--- src/rtl/baud_gen_os.sv ---
// Fractional-N baud-rate generator: oversample tick, bit tick and square-wave baud output,
// with eight selectable rates and glitch-free rate changes applied at bit boundaries.
`timescale 1ns/1ps

module baud_gen_os #(
    parameter int unsigned CLK_FREQ   = 50000000,
    parameter int unsigned OVERSAMPLE = 16,
    parameter int unsigned DIV_W      = 16,
    parameter int unsigned FRAC_BITS  = 4
) (
    input  logic                          clock,
    input  logic                          rst,
    input  logic                          en,
    input  logic [2:0]                    baud_sel,
    input  logic [DIV_W+FRAC_BITS-1:0]    custom_div,
    input  logic                          sync,
    output logic                          tick_os,
    output logic                          tick_baud,
    output logic                          baud_out,
    output logic [2:0]                    active_sel,
    output logic                          update_pend
);

    localparam int unsigned DW    = DIV_W + FRAC_BITS;
    localparam int unsigned OS_W  = $clog2(OVERSAMPLE);
    localparam int unsigned CNT_W = DIV_W + 1;

    // Rounded Q(DIV_W.FRAC_BITS) clocks per oversample tick for a given baud rate.
    function automatic logic [DW-1:0] table_div(input longint unsigned baud);
        longint unsigned num;
        longint unsigned den;
        num = longint'(CLK_FREQ) << FRAC_BITS;
        den = baud * longint'(OVERSAMPLE);
        return DW'(((num << 1) + den) / (den << 1));
    endfunction

    function automatic logic [DW-1:0] clamp_div(input logic [DW-1:0] d);
        if (d[DW-1:FRAC_BITS] < DIV_W'(2))
            return {DIV_W'(2), {FRAC_BITS{1'b0}}};
        return d;
    endfunction

    localparam logic [DW-1:0] DIV_2400   = table_div(2400);
    localparam logic [DW-1:0] DIV_4800   = table_div(4800);
    localparam logic [DW-1:0] DIV_9600   = table_div(9600);
    localparam logic [DW-1:0] DIV_19200  = table_div(19200);
    localparam logic [DW-1:0] DIV_38400  = table_div(38400);
    localparam logic [DW-1:0] DIV_57600  = table_div(57600);
    localparam logic [DW-1:0] DIV_115200 = table_div(115200);
    localparam logic [DW-1:0] RESET_DIV  = clamp_div(DIV_2400);

    logic [DW-1:0]        raw_div;
    logic [DW-1:0]        req_div;
    logic [DW-1:0]        active_div;
    logic [DIV_W-1:0]     div_int;
    logic [FRAC_BITS-1:0] div_frac;
    logic [FRAC_BITS-1:0] acc;
    logic [FRAC_BITS:0]   acc_sum;
    logic [CNT_W-1:0]     cnt;
    logic [CNT_W-1:0]     period_len;
    logic [OS_W-1:0]      os_cnt;
    logic [OS_W-1:0]      os_next;
    logic                 period_end;
    logic                 bit_end;
    logic                 req_differs;

    always_comb begin
        raw_div = custom_div;
        case (baud_sel)
            3'd0:    raw_div = DIV_2400;
            3'd1:    raw_div = DIV_4800;
            3'd2:    raw_div = DIV_9600;
            3'd3:    raw_div = DIV_19200;
            3'd4:    raw_div = DIV_38400;
            3'd5:    raw_div = DIV_57600;
            3'd6:    raw_div = DIV_115200;
            default: raw_div = custom_div;
        endcase
        req_div     = clamp_div(raw_div);
        req_differs = (req_div != active_div);
    end

    // acc holds the phase before the current period; its carry lengthens that period by one.
    always_comb begin
        div_int    = active_div[DW-1:FRAC_BITS];
        div_frac   = active_div[FRAC_BITS-1:0];
        acc_sum    = {1'b0, acc} + {1'b0, div_frac};
        period_len = {1'b0, div_int} + CNT_W'(acc_sum[FRAC_BITS]);
        period_end = (cnt == period_len - CNT_W'(1));
        bit_end    = period_end && (os_cnt == OS_W'(OVERSAMPLE - 1));
        os_next    = bit_end ? '0 : os_cnt + OS_W'(1);
    end

    always_ff @(posedge clock or negedge rst) begin
        if (!rst) begin
            cnt         <= '0;
            acc         <= '0;
            os_cnt      <= '0;
            tick_os     <= 1'b0;
            tick_baud   <= 1'b0;
            baud_out    <= 1'b0;
            active_div  <= RESET_DIV;
            active_sel  <= '0;
            update_pend <= 1'b0;
        end else begin
            update_pend <= req_differs;
            if (!en || sync) begin
                cnt        <= '0;
                acc        <= '0;
                os_cnt     <= '0;
                tick_os    <= 1'b0;
                tick_baud  <= 1'b0;
                baud_out   <= 1'b0;
                active_div <= req_div;
                active_sel <= baud_sel;
            end else begin
                tick_os   <= period_end;
                tick_baud <= bit_end;
                if (period_end) begin
                    cnt      <= '0;
                    os_cnt   <= os_next;
                    baud_out <= (os_next >= OS_W'(OVERSAMPLE / 2));
                    // New divisor takes over at the period that starts with tick_baud.
                    if (bit_end && req_differs) begin
                        active_div <= req_div;
                        active_sel <= baud_sel;
                        acc        <= '0;
                    end else begin
                        acc <= acc_sum[FRAC_BITS-1:0];
                    end
                end else begin
                    cnt <= cnt + CNT_W'(1);
                end
            end
        end
    end

endmodule
--- config.mk ---
export PLATFORM = sky130hd
export DESIGN_NAME = baud_gen_os
export DESIGN_NICKNAME = d
export VERILOG_FILES = /design/src/rtl/baud_gen_os.sv
export SDC_FILE = /design/constraint.sdc
export NUM_CORES = 1
export LEC_CHECK = 0
export ABC_AREA = 1
export CORE_MARGIN = 8
export CORE_UTILIZATION = 53
export CTS_CLUSTER_SIZE = 20
export DETAILED_ROUTE_END_ITERATION = 7
export PLACE_DENSITY_LB_ADDON = 0.1
export SETUP_SLACK_MARGIN = 0.3
export SLEW_MARGIN = 40
export SYNTH_ARGS = -nofsm -noshare
export SYNTH_HDL_FRONTEND = slang
export SYNTH_SLANG_ARGS = --single-unit
--- constraint.sdc ---
create_clock -name clock -period 3.6 [get_ports clock]
set_clock_uncertainty 0.05 [all_clocks]
set_input_delay 0.54 -clock clock [delete_from_list [all_inputs] [get_ports clock]]
set_output_delay 0.54 -clock clock [all_outputs]
set_load 0.01 [all_outputs]
Yosys cells after proc, flatten, opt, wreduce, memory -nomap -nowiden
Cells that the tools add are included.
- register bits after elaboration: 52
- bits in latches: 0
- RAM bits: 0
- memory bits (read-only): 0
- input port bits: 27
- memories: 0
- $add $sub $neg: 5
- multipliers: 0
- div/mod/pow operators: 0
- magnitude comparators: 2
- equality and inequality tests: 9
- shift-type cells: 0
- mux-type cells: 22
- bitwise gates (word level): 0
- reductions and logical operators: 8
- operators with widths (cell ; count):
    20-bit one-hot mux with 7 select lines ; 1
    20-bit two-way mux ; 5
    17-bit two-way mux ; 2
    4-bit two-way mux ; 6
    20-bit != test ; 1
    16-bit by 1-bit adder with 17-bit output ; 1
    17-bit by 1-bit adder with 17-bit output, second input constant ; 1
    17-bit equality test ; 1
    17-bit by 1-bit subtractor with 17-bit output, second input constant ; 1
    16-bit by 2-bit less-than comparator with 1-bit output, second input constant ; 1
    3-bit equality test, second input constant ; 3
    3-bit two-way mux ; 3
    3-bit by 2-bit equality test with 1-bit output, second input constant ; 2
    4-bit by 4-bit adder with 5-bit output ; 1
    1-bit two-way mux ; 5
    4-bit by 1-bit adder with 4-bit output, second input constant ; 1
    4-bit equality test, second input constant ; 1
    4-bit >= comparator, second input constant ; 1
    2-bit nonzero test ; 2
    3-bit by 1-bit equality test with 1-bit output, second input constant ; 1
    3-bit logical NOT ; 1
    1-bit logical AND ; 2
    2-bit AND reduction ; 1
    1-bit logical NOT ; 1
    1-bit logical OR ; 1

Depth between registers and ports, before layout
- depth after elaboration: 10
- mapped depth: 23
- mapped depth without buffers: 22

Worst setup path before layout
OpenSTA, ideal clock, no wires.
- path type: register -> register
- from: register active_div[0]
- to: register cnt[0]
- setup time: 0.121 ns
- arrival: 2.987 ns
- path slack: 0.442 ns
- stages on the path, launching flop included: 19
- path buffers: 2
- period minus slack after synthesis: 3.158 ns
- path through: dfstp_2 > ha_1 > fa_1 > nand2_1 > nand2_1 > a21oi_1 > ha_1 > ha_1 > nand2_1 > nor2_1 > nand2_1 > xor2_1 > xor2_1 > nor2_1 > nand4_1 > buf_2 > nand2_1 > buf_2 > nor2_1
- cells in the longest elaborated chain, start to end: 6
- RTL lines (item ; line ; source):
    start, declared ; 54 ; logic [DW-1:0] active_div;
    start signal, assigned ; 114 ; active_div <= req_div;
    start signal, assigned ; 125 ; active_div <= req_div;
    4-bit by 4-bit adder with 5-bit output ; 87 ; acc_sum = {1'b0, acc} + {1'b0, div_frac};
    16-bit by 1-bit adder with 17-bit output ; 88 ; period_len = {1'b0, div_int} + CNT_W'(acc_sum[FRAC_BITS]);
    17-bit by 1-bit subtractor with 17-bit output ; 89 ; period_end = (cnt == period_len - CNT_W'(1));
    17-bit equality test ; 89 ;
    17-bit two-way mux ; 119 ; if (period_end) begin
    17-bit two-way mux ; 107 ; if (!en || sync) begin
    end signal, assigned ; 132 ; cnt <= cnt + CNT_W'(1);
    end, declared ; 59 ; logic [CNT_W-1:0] cnt;
Every way passes these cells.
A chain may end at the register's enable or synchronous reset.

Final worst setup path
- from: register acc[0]
- to: register active_div[2]
- cells in the longest elaborated chain, start to end: 8
- elaborated cells on any way between the ends: 9
- classes of those cells: add/sub (3); eq/ne (1); reduce/logical (5)
- RTL lines (item ; line ; source):
    start, declared ; 57 ; logic [FRAC_BITS-1:0] acc;
    start signal, assigned ; 129 ; acc <= acc_sum[FRAC_BITS-1:0];
    4-bit by 4-bit adder with 5-bit output * ; 87 ;
    16-bit by 1-bit adder with 17-bit output * ; 88 ;
    17-bit by 1-bit subtractor with 17-bit output * ; 89 ;
    17-bit equality test * ; 89 ;
    1-bit logical AND ; 90 ; bit_end = period_end && (os_cnt == OS_W'(OVERSAMPLE - 1));
    1-bit logical AND ; 124 ; if (bit_end && req_differs) begin
    2-bit nonzero test (no source line) ; - ;
    2-bit AND reduction (no source line) * ; - ;
Every way passes the cells marked *; elsewhere a longest branch is shown, timed or not.

==> impl_metrics.json <==
{
  "outcome": "complete, no violations",
  "initial_antenna_violation_count": 0,
  "nets": 645,
  "route.detailed.wl_per_inst_um": 13.7,
  "io_buf_count": 33,
  "setup.worst_path.end_class": "flip-flop",
  "crit_arrival_ns": 3.58,
  "cp_slowest_cell": "sky130_fd_sc_hd__dfrtp_1",
  "synth_adder_area_share_pct": 3.24,
  "cts-buffers-inserted": 5,
  "drt-pass1-iter-count": 5,
  "synthDominantCellAreaShare_pct": 31.0,
  "path_max_fanout": 6,
  "cts_max_level": 2,
  "core.rowCount": 30,
  "vias_in_the_first_global_route": 3569,
  "async_flop_share_pct": 100,
  "cts_hold_repair.buffers": 0,
  "clock_tree.root_cell": "sky130_fd_sc_hd__clkbuf_8",
  "instances_no_fill": 706,
  "clock_tree_from_tritoncts": "yes",
  "max_freq_mhz": 295,
  "dieHeight_um": 99.7,
  "share_clk_of_total_power_pct": 25.1,
  "dpl-instance-area_mm2": 0.00419,
  "timing_worst_slew_pin_value_ns": 0.708,
  "hold_viol_final": 0,
  "synth-warning-count": 0,
  "critical_path_class": "flip-flop to flip-flop",
  "synth_top_cells_by_count": "sky130_fd_sc_hd__nand2_1, sky130_fd_sc_hd__nor2_1, sky130_fd_sc_hd__nand3_1, sky130_fd_sc_hd__inv_1, sky130_fd_sc_hd__dfrtp_1",
  "critical_path.startpoint_type": "flip-flop",
  "finish.instance_area_mm2": 0.00466,
  "grt_pass1_wl_um": 15900,
  "r2r_setup_slack_ns": 0.21,
  "rsz0062_at_grt": "true",
  "synthDistinctLibCells": 35,
  "cp_slowest_stage_delay_ns": 0.42,
  "number_of_remaining_drc_errors": 0,
  "muxShareOfSynthArea_pct": 0,
  "peak_ir_drop_on_the_vdd_network_mv": 0.203,
  "postSynthAreaPerCell_um2": 6.63,
  "yosysSeqAreaShare_pct": 35.3,
  "dr.first_iter.drc_count": 294,
  "power.share.switching_pct": 32.3,
  "worst_r2r_startpoint": "acc[0]",
  "dp_hpwl_um": 6900,
  "synth_compound_area_share_pct": 4.04,
  "worstPathCellList": "ha_4, fa_2, nand2_2, nand2_2, a21oi_2, ha_2, ha_4, xnor2_1, nor2_1, nand2_1, nor2_1, nand3_2, nor2_2, nand2_1, nor2_2, nand4_1, nor2_2, nand2_4, nand2_8, clkbuf_16, nand2_1, nand2_1",
  "number_of_enable_type_register_cells_in_the_synthesized_netlist": 0,
  "synth.ff_latch_count": 52,
  "timing.rr.end": "active_div[2]",
  "slew_headroom_pct": 52.8,
  "cap_viol_max_count": 0,
  "simple_gate_portion_of_the_synthesized_area_pct": 41.7,
  "worst-r2r-cell-count": 22,
  "min-delay-path-class": "input pin to asynchronous set/reset pin",
  "dr_total_vias": 3711,
  "track_usage_pct": 19.4,
  "final.period_utilization_pct": 94.2,
  "dominant_combinational_cell_family_by_area_after_synthesis": "simple AND/OR/NAND/NOR gates",
  "power.share.combinational_pct": 26.0,
  "critical_path.top_delay_family": "simple AND/OR/NAND/NOR gates",
  "ys_top_cells_by_area": "sky130_fd_sc_hd__dfrtp_1, sky130_fd_sc_hd__nand2_1, sky130_fd_sc_hd__nand3_1",
  "synth.most_common_cell": "sky130_fd_sc_hd__nand2_1",
  "power.switching_uw": 427,
  "cts_clock_pin_slew_for_the_worst_setup_and_hold_paths_ns": 0.09,
  "cellLeakagePower_uw": 0.00237,
  "antenna-diode-count": 0,
  "fp.dieW_um": 99.7,
  "final.min_clock_period_ns": 3.39,
  "area_growth_syn_to_layout_pct": 25.6,
  "top_ff_cell_synth": "sky130_fd_sc_hd__dfrtp_1",
  "critPathRequiredTime_ns": 3.79,
  "power_density_mw_per_mm2": 283,
  "synth-xor-area-share_pct": 5.90,
  "finalWeightedCongestion": 0.940,
  "clockBufferDepth": 2,
  "synth_area_mm2": 0.00371,
  "globalRouteOverflowTotal": 0,
  "post_synth_inst_count": 560,
  "pin_count": 34,
  "grt_start_max_net_pins": 28,
  "design.core.area_mm2": 0.00679,
  "final-max-slew-violation-count": 0,
  "die_area_mm2": 0.00994,
  "setup_viol_count_final": 0,
  "power.sequential.fraction_pct": 48.9,
  "internal_power_uw": 893,
  "placedCellCount": 687,
  "post_drt_via_cell_ratio": 5.26,
  "routed_wirelength_um": 9680,
  "initial_core_util_pct": 54.6,
  "drive_gt1_share_pct": 15.7,
  "worstPathBufferInverterCount": 1,
  "clock_sink_count": 52,
  "synth_fp_nets": 596,
  "cell_taking_the_most_area_after_synthesis": "sky130_fd_sc_hd__dfrtp_1",
  "cpMostUsedCell": "sky130_fd_sc_hd__nand2_1",
  "clk-insertion-delay-late_ns": 0.30,
  "antenna_violating_nets_post_route": 0
}
final cells by class:
cell class                 instances  area, um^2
fill                             592        2130
sequential                        52        1310
clock buffer                       6        72.6
inverter                          71         267
multi-input combinational        422        2270
timing repair buffer              57         614
tap                               96         120
clock inverter                     2        12.5
worst max-delay path by stage:
| stage | endpoint | slack [ns] | depth (start not counted) | from |
|---|---|---|---|---|
| floorplan | cnt[0] | 0.44 | 18 | active_div[0] |
| global placement | active_sel[1] | 0.07 | 21 | baud_sel[1] |
| detailed placement | active_sel[1] | 0.03 | 21 | baud_sel[1] |
| CTS | active_sel[1] | 0.26 | 22 | acc[0] |
| global route | active_div[19] | -0.04 | 22 | acc[0] |
| finish | active_div[2] | 0.21 | 22 | acc[0] |
layer usage:
layer / up-vias / GRT usage [%] / routed length, um
li1: 1849 / - / -
met1: 1744 / 23.7 / 4310
met2: 100 / 33.3 / 4710
met3: 18 / 3.42 / 461
met4: 0 / 6.75 / 204
met5: - / 0 / 0
placed cells by master, fill, tap and decap left out, types with 4 or more instances in the layout:
master and instances:
sky130_fd_sc_hd__nand2_2 19, sky130_fd_sc_hd__inv_1 69, sky130_fd_sc_hd__nand2_4 8, sky130_fd_sc_hd__xnor2_1 7, sky130_fd_sc_hd__o21ai_0 8, sky130_fd_sc_hd__ha_1 5, sky130_fd_sc_hd__nor2_2 8, sky130_fd_sc_hd__clkbuf_8 5
sky130_fd_sc_hd__nand2_1 154, sky130_fd_sc_hd__dfrtp_1 46, sky130_fd_sc_hd__buf_4 15, sky130_fd_sc_hd__nor3_1 7, sky130_fd_sc_hd__nor2_1 73, sky130_fd_sc_hd__nand3_2 4, sky130_fd_sc_hd__nand3_1 71, sky130_fd_sc_hd__dfstp_2 6
sky130_fd_sc_hd__nand4_1 8, sky130_fd_sc_hd__clkdlybuf4s50_1 31, sky130_fd_sc_hd__xor2_1 17
flip-flops by register name, indices dropped and copies added, names as in the netlist:
name         count
baud_out         1
cnt             17
os_cnt           4
tick_baud        1
acc              4
active_div      20
update_pend      1
tick_os          1
active_sel       3
logic make-up after synthesis:
group / after synthesis
AND/OR/NAND/NOR: 363
buffers and inverters: 86
flip-flops: 52
AO/OA/AOI/OAI: 25
XOR/XNOR: 25
adder cells (fa/ha/maj): 9
power groups by stage:
stage | sequential, uW | combinational (uW) | clock [uW]
final | 645 | 344 | 331
after global routing | 648 | 382 | 357
after CTS | 643 | 311 | 341
after detailed placement | 654 | 286 | 0
after global placement | 653 | 282 | 0
after floorplan | 644 | 191 | 0
through the flow:
step | setup slack (ns) | hold WS, ns | TNS [ns] | power, uW | util, %
2_1_floorplan | 0.442 | 0.194 | 0 | 835 | -
3_3_place_gp | 0.0696 | 0.438 | 0 | 935 | 61.7
3_5_place_dp | 0.0329 | 0.444 | 0 | 940 | 61.7
4_1_cts | 0.256 | 0.195 | 0 | 1300 | 65.5
5_1_grt | -0.0369 | 0.217 | -0.332 | 1390 | 68.6
6_report | 0.207 | 0.175 | 0 | 1320 | 68.6
what timing repair did:
item	4_1_cts	5_1_grt
pin swaps	6	25
gates resized for setup	21	48
cloned	2	1
setup buffers	6	2
endpoints found under the setup margin	51	51
No activity file was read; power rests on OpenSTA's default activity.
